==> src/rtl/frame_writer.sv <==
// frame_writer: queues camera pixels in a small FIFO and issues one SDRAM write at a time.
// Optional saturating drop counter is built when FRAME_WRITER_DROP_CNT_EN is defined.
module frame_writer #(
  parameter int FRAME_W    = 320,
  parameter int FRAME_H    = 240,
  parameter int FIFO_DEPTH = 8
) (
  input  logic        clk,
  input  logic        rst,
  input  logic        frame_start,
  input  logic        pix_valid,
  input  logic [15:0] pix_data,
  output logic [19:0] write_addr,
  output logic [15:0] write_pixel,
  output logic        start_write,
  input  logic        write_done,
  output logic        frame_done,
  output logic        overflow,
  output logic        busy,
  output logic [15:0] drop_count
);

  localparam int AW = $clog2(FIFO_DEPTH);
  localparam int CW = AW + 1;
  localparam int XW = (FRAME_W > 1) ? $clog2(FRAME_W) : 1;
  localparam int YW = (FRAME_H > 1) ? $clog2(FRAME_H + 1) : 1;
  localparam int EW = 36;

  typedef enum logic [1:0] {IDLE, CAPTURE, DRAIN} state_t;

  state_t        state_q, state_d;
  logic [XW-1:0] x_q, x_d;
  logic [YW-1:0] y_q, y_d;
  logic [19:0]   idx_q, idx_d;
  logic [AW-1:0] wr_ptr_q, wr_ptr_d;
  logic [AW-1:0] rd_ptr_q, rd_ptr_d;
  logic [CW-1:0] count_q, count_d;
  logic          outstanding_q, outstanding_d;
  logic          start_q, start_d;
  logic [19:0]   addr_q, addr_d;
  logic [15:0]   pix_q, pix_d;
  logic          overflow_q, overflow_d;

  logic [EW-1:0] mem [FIFO_DEPTH];

  logic fifo_empty, fifo_full, pop, restart, take, push, drop, last_pix, x_wrap, launch;

  assign fifo_empty = (count_q == '0);
  assign fifo_full  = (count_q == CW'(FIFO_DEPTH));
  assign pop        = write_done && outstanding_q;
  assign restart    = frame_start && (state_q != DRAIN);
  // A frame_start cycle never takes a pixel, even when it restarts an active capture.
  assign take       = (state_q == CAPTURE) && pix_valid && !frame_start;
  assign push       = take && (!fifo_full || pop);
  assign drop       = take && !push;
  assign x_wrap     = (x_q == XW'(FRAME_W - 1));
  assign last_pix   = x_wrap && (y_q == YW'(FRAME_H - 1));
  assign launch     = !fifo_empty && !outstanding_q;

  always_comb begin
    state_d    = state_q;
    x_d        = x_q;
    y_d        = y_q;
    idx_d      = idx_q;
    overflow_d = overflow_q;
    case (state_q)
      IDLE:    if (frame_start) state_d = CAPTURE;
      CAPTURE: if (take && last_pix) state_d = DRAIN;
      DRAIN:   if (fifo_empty && !outstanding_q) state_d = IDLE;
      default: state_d = IDLE;
    endcase
    if (restart) begin
      state_d    = CAPTURE;
      x_d        = '0;
      y_d        = '0;
      idx_d      = '0;
      overflow_d = 1'b0;
    end else if (take) begin
      idx_d = idx_q + 20'd1;
      if (x_wrap) begin
        x_d = '0;
        y_d = y_q + YW'(1);
      end else begin
        x_d = x_q + XW'(1);
      end
    end
    if (drop) overflow_d = 1'b1;
  end

  // Write channel: the head entry stays in the FIFO until its acknowledge arrives.
  always_comb begin
    wr_ptr_d      = push ? wr_ptr_q + AW'(1) : wr_ptr_q;
    rd_ptr_d      = pop ? rd_ptr_q + AW'(1) : rd_ptr_q;
    count_d       = count_q + CW'(push) - CW'(pop);
    start_d       = launch;
    outstanding_d = outstanding_q;
    addr_d        = addr_q;
    pix_d         = pix_q;
    if (launch) begin
      outstanding_d   = 1'b1;
      {addr_d, pix_d} = mem[rd_ptr_q];
    end else if (pop) begin
      outstanding_d = 1'b0;
    end
  end

  always_ff @(posedge clk) begin
    if (push) mem[wr_ptr_q] <= {idx_q, pix_data};
  end

  always_ff @(posedge clk) begin
    if (rst) begin
      state_q       <= IDLE;
      x_q           <= '0;
      y_q           <= '0;
      idx_q         <= '0;
      wr_ptr_q      <= '0;
      rd_ptr_q      <= '0;
      count_q       <= '0;
      outstanding_q <= 1'b0;
      start_q       <= 1'b0;
      addr_q        <= '0;
      pix_q         <= '0;
      overflow_q    <= 1'b0;
    end else begin
      state_q       <= state_d;
      x_q           <= x_d;
      y_q           <= y_d;
      idx_q         <= idx_d;
      wr_ptr_q      <= wr_ptr_d;
      rd_ptr_q      <= rd_ptr_d;
      count_q       <= count_d;
      outstanding_q <= outstanding_d;
      start_q       <= start_d;
      addr_q        <= addr_d;
      pix_q         <= pix_d;
      overflow_q    <= overflow_d;
    end
  end

`ifdef FRAME_WRITER_DROP_CNT_EN
  logic [15:0] drop_cnt_q, drop_cnt_d;

  always_comb begin
    drop_cnt_d = drop_cnt_q;
    if (restart) drop_cnt_d = '0;
    else if (drop && (drop_cnt_q != 16'hFFFF)) drop_cnt_d = drop_cnt_q + 16'd1;
  end

  always_ff @(posedge clk) begin
    if (rst) drop_cnt_q <= '0;
    else     drop_cnt_q <= drop_cnt_d;
  end

  assign drop_count = drop_cnt_q;
`else
  assign drop_count = 16'h0000;
`endif

  assign write_addr  = addr_q;
  assign write_pixel = pix_q;
  assign start_write = start_q;
  assign overflow    = overflow_q;
  assign frame_done  = (state_q == DRAIN) && fifo_empty && !outstanding_q;
  assign busy        = (state_q != IDLE) || !fifo_empty;

endmodule

==> config.mk <==
export PLATFORM = sky130hd
export DESIGN_NAME = frame_writer
export DESIGN_NICKNAME = d
export VERILOG_FILES = /design/src/rtl/frame_writer.sv
export SDC_FILE = /design/constraint.sdc
export NUM_CORES = 1
export LEC_CHECK = 0
export ABC_AREA = 1
export BUFFER_PORTS_ARGS = -buffer_cell sky130_fd_sc_hd__clkbuf_2
export CAP_MARGIN = 40
export CORE_ASPECT_RATIO = 1.4
export CORE_MARGIN = 4
export CORE_UTILIZATION = 55
export CTS_BUF_LIST = sky130_fd_sc_hd__clkbuf_8
export DETAILED_ROUTE_END_ITERATION = 8
export PLACE_DENSITY_LB_ADDON = 0.1
export SETUP_SLACK_MARGIN = 0.3
export SLEW_MARGIN = 5
export SYNTH_ARGS = -nofsm -noshare
export SYNTH_HDL_FRONTEND = slang
export SYNTH_SLANG_ARGS = --single-unit
==> constraint.sdc <==
create_clock -name clk -period 5.3 [get_ports clk]
set_input_delay 1.325 -clock clk [delete_from_list [all_inputs] [get_ports clk]]
set_output_delay 1.325 -clock clk [all_outputs]
set_load 0.01 [all_outputs]
==> flow_summary.toml <==
[worst_setup_path]
cp_slowest_stage_delay_ns = 0.62
slowest_stage = "nor2_4"
critical_path.most_common_cell = "nand2_1"
cp_max_fo = 21
path_class = "input port to flop"
cp_cell_sequence = "clkbuf_2, inv_1, nand2_1, nor2_4, nand2_1, inv_1, nand2_1, nor2_4, buf_4"
crit_required_ns = 5.57
worstSetupStartpointType = "input port"
crit_arrival_ns = 3.50
path_buf_inv = 4
endpoint_kind = "flop"
cp_top_family = "simple AND/OR/NAND/NOR gates"

[global_route]
overflow = 0
antenna_found_initial = 0
grt_max_degree = 84
grt_pass1_vias = 9490
gr-usage-all-layers_pct = 20.7
grt_pass1_wl_um = 49900

[synth]
synth_warnings = 0
syn-instance-count = 1314
ys_async_sr_fraction_pct = 0
synth_flop_cell = "edfxtp_1"
synth.area.top_cells = "edfxtp_1 57%, dfxtp_1 12%, nor2_1 6.8%, o21ai_0 4.1%, o211ai_1 3.6%"
synth_edf_count = 288
yosysMostFrequentCell = "edfxtp_1"
synth_area_leader_cell = "edfxtp_1"
synthTopCellsByCount = "288 x edfxtp_1, 275 x nor2_1, 124 x o21ai_0, 117 x nand2_1, 88 x dfxtp_1"
yosysSeqAreaShare_pct = 69.0
synth-seq-cells = 376
yosysUniqueCellTypes = 38
synth_area_per_cell_um2 = 11.5
syn_area_um2 = 15100
synth_top_area_share_pct = 57.4

[cells_and_area]
nets = 1411
design_area_um2 = 16700
n_fill_cell = 2189
antennaDiodeCount = 0
drive_above_1_share_pct = 13.6
syn2layout_area_growth_pct = 10.5

[routing]
num_vias = 9710
drt_iter0_drc = 626
drt-total-wl_um = 30900
route.detailed.drc = 0
dr.pass1.iters = 5
ant_nets = 0
vias_per_cell = 5.42
wl_per_cell_um = 17.3

[sta]
rsz0062_at_grt = "false"
setup_viol = 0
period_needed_ns = 3.22
worstMarginPinSlew_ns = 0.815
slew_viol_final = 0
fin_ws_ns = 2.08
setup_tns_ns = 0
skew_ns = 0.0126
fin_crit_sh_pct = 60.8
fmax_ghz = 0.310
relSlewSlack_pct = 45.6
finalHoldViolCount = 0

[power_and_ir_drop]
p_comb_share_pct = 18.6
p_sw_share_pct = 28.8
p_int_w = 0.00485
power.leakage_nw = 5.96
pwr-share-seq_pct = 50.4
irDropWorstVdd_v = 0.000351
p_switching_w = 0.00196
power_density_nw_per_um2 = 409
pwr-share-clk_pct = 31.0

[floorplanning]
die_y_um = 204
ios = 77
die_w_um = 148
coreArea_um2 = 26900
rows = 71
start_util_pct = 56.0
die_area_um2 = 30200

[clock_tree]
cts_hold_buf = 0
cts_tree = "yes"
cts.path.max_buffers = 3
cts_setup_buffers = 0
clock-sinks = 376
path_clk_slew_ns = 0.06
cts_resized = 0
cts_buffers = 55
clk_latency_ns = 0.57
h-tree-depth = 2
cts-root-buf = "clkbuf_8"

[placed_design]
numPortBuffers = 60
post-dp-hpwl_um = 17700
pre_cts_ws_ns = 1.45
gp_congestion = 0.750
dpl_cell_area_um2 = 15600

[hold_path]
min_path_type = "flop to flop"

[job]
maxCapViolCount = 0

[run_status]
status = "finished clean"
-- layout make-up --
class | instances | area, µm² | area share, %
inverters | 49 | 189 | 1.13
repair buffers | 81 | 490 | 2.94
clock buffers | 63 | 867 | 5.20
multi-input cells | 816 | 4090 | 24.5
flip-flops and latches | 376 | 10400 | 62.5
well taps | 365 | 457 | 2.74
clock inverters | 40 | 156 | 0.938
-- sequential cells by signal (all words and copies together), names as in the netlist --
| signal | flops |
|---|---|
| mem | 288 |
| idx_q | 20 |
| write_addr | 20 |
| write_pixel | 16 |
| x_q | 9 |
| y_q | 8 |
| count_q | 4 |
| rd_ptr_q | 3 |
| wr_ptr_q | 3 |
| state_q | 2 |
| outstanding_q | 1 |
| overflow | 1 |
| start_write | 1 |
-- power groups by stage --
stage	clock, W	sequential, W	combinational (W)
5_1_grt	0.00231	0.00345	0.00145
2_1_floorplan	0	0.00355	0.000840
3_3_place_gp	0	0.00353	0.00121
3_5_place_dp	0	0.00350	0.00130
6_report	0.00211	0.00344	0.00127
4_1_cts	0.00217	0.00344	0.00130
-- worst reg2reg max path, cell delays in order, from the launching register on --
cell and delay, ns:
dfxtp_1 0.37, nand2_1 0.13, nor2_4 0.45, nand2_1 0.21, inv_1 0.15, nand2_1 0.24, nor2_4 0.62, buf_4 0.33
-- path summary, 6_finish.rpt --
path,start,endpoint,slack (ns),cells after the start
max reg2reg,state_q[0],mem[0][18],2.51,7
min,y_q[6],y_q[6],0.48,2
max,frame_start,mem[0][18],2.08,9
min reg2reg,y_q[6],y_q[6],0.48,2
-- metal layers --
metal  track usage, %  wire length, µm  vias up
met4             5.32              487        0
li1                 -                -     4747
met5                0                0        -
met2             37.2            16000      196
met3             3.15             1380       37
met1             26.5            13100     4730
-- stage by stage --
stage                     util [%]  hold WS (ns)  std cells  total power, W
after floorplan                  -         0.446       1329         0.00439
after CTS                     61.9         0.482       1790         0.00691
final                         61.9         0.481       1790         0.00681
after global placement        57.9         0.461       1685         0.00474
after global routing          61.9         0.500       1790         0.00722
after detailed placement      58.1         0.471       1687         0.00479
-- cell usage in the layout, fill, tap and decap left out, types with 3 or more instances in the layout --
cell        n
edfxtp_1  288
nor2_1    269
o21ai_0   124
nand2_1   117
dfxtp_1    86
o211ai_1   72
inv_1      71
o21ai_1    66
clkbuf_8   63
clkbuf_2   60
a21oi_1    43
nand3_1    20
a21oi_2    20
buf_4      19
conb_1     16
ha_1       10
nor3_1      9
xor2_1      9
clkinv_1    9
nor2_4      8
nor3b_1     5
clkinv_2    5
or2_2       4
xnor2_1     4
nand4_1     4
inv_2       3
nor2_2      3
-- kinds of logic (layout without fill, tap and decap cells) --
family,after synthesis,count (layout),share of synthesized area [%]
flip-flops,376,376,69.0
buffers and inverters,137,233,4.61
AO/OA/AOI/OAI,331,331,12.8
adder cells (fa/ha/maj),11,11,0.963
other,1,16,0.0249
AND/OR/NAND/NOR,445,445,11.8
XOR/XNOR,13,13,0.755
Note: power is estimated with default switching activity, not from simulation.
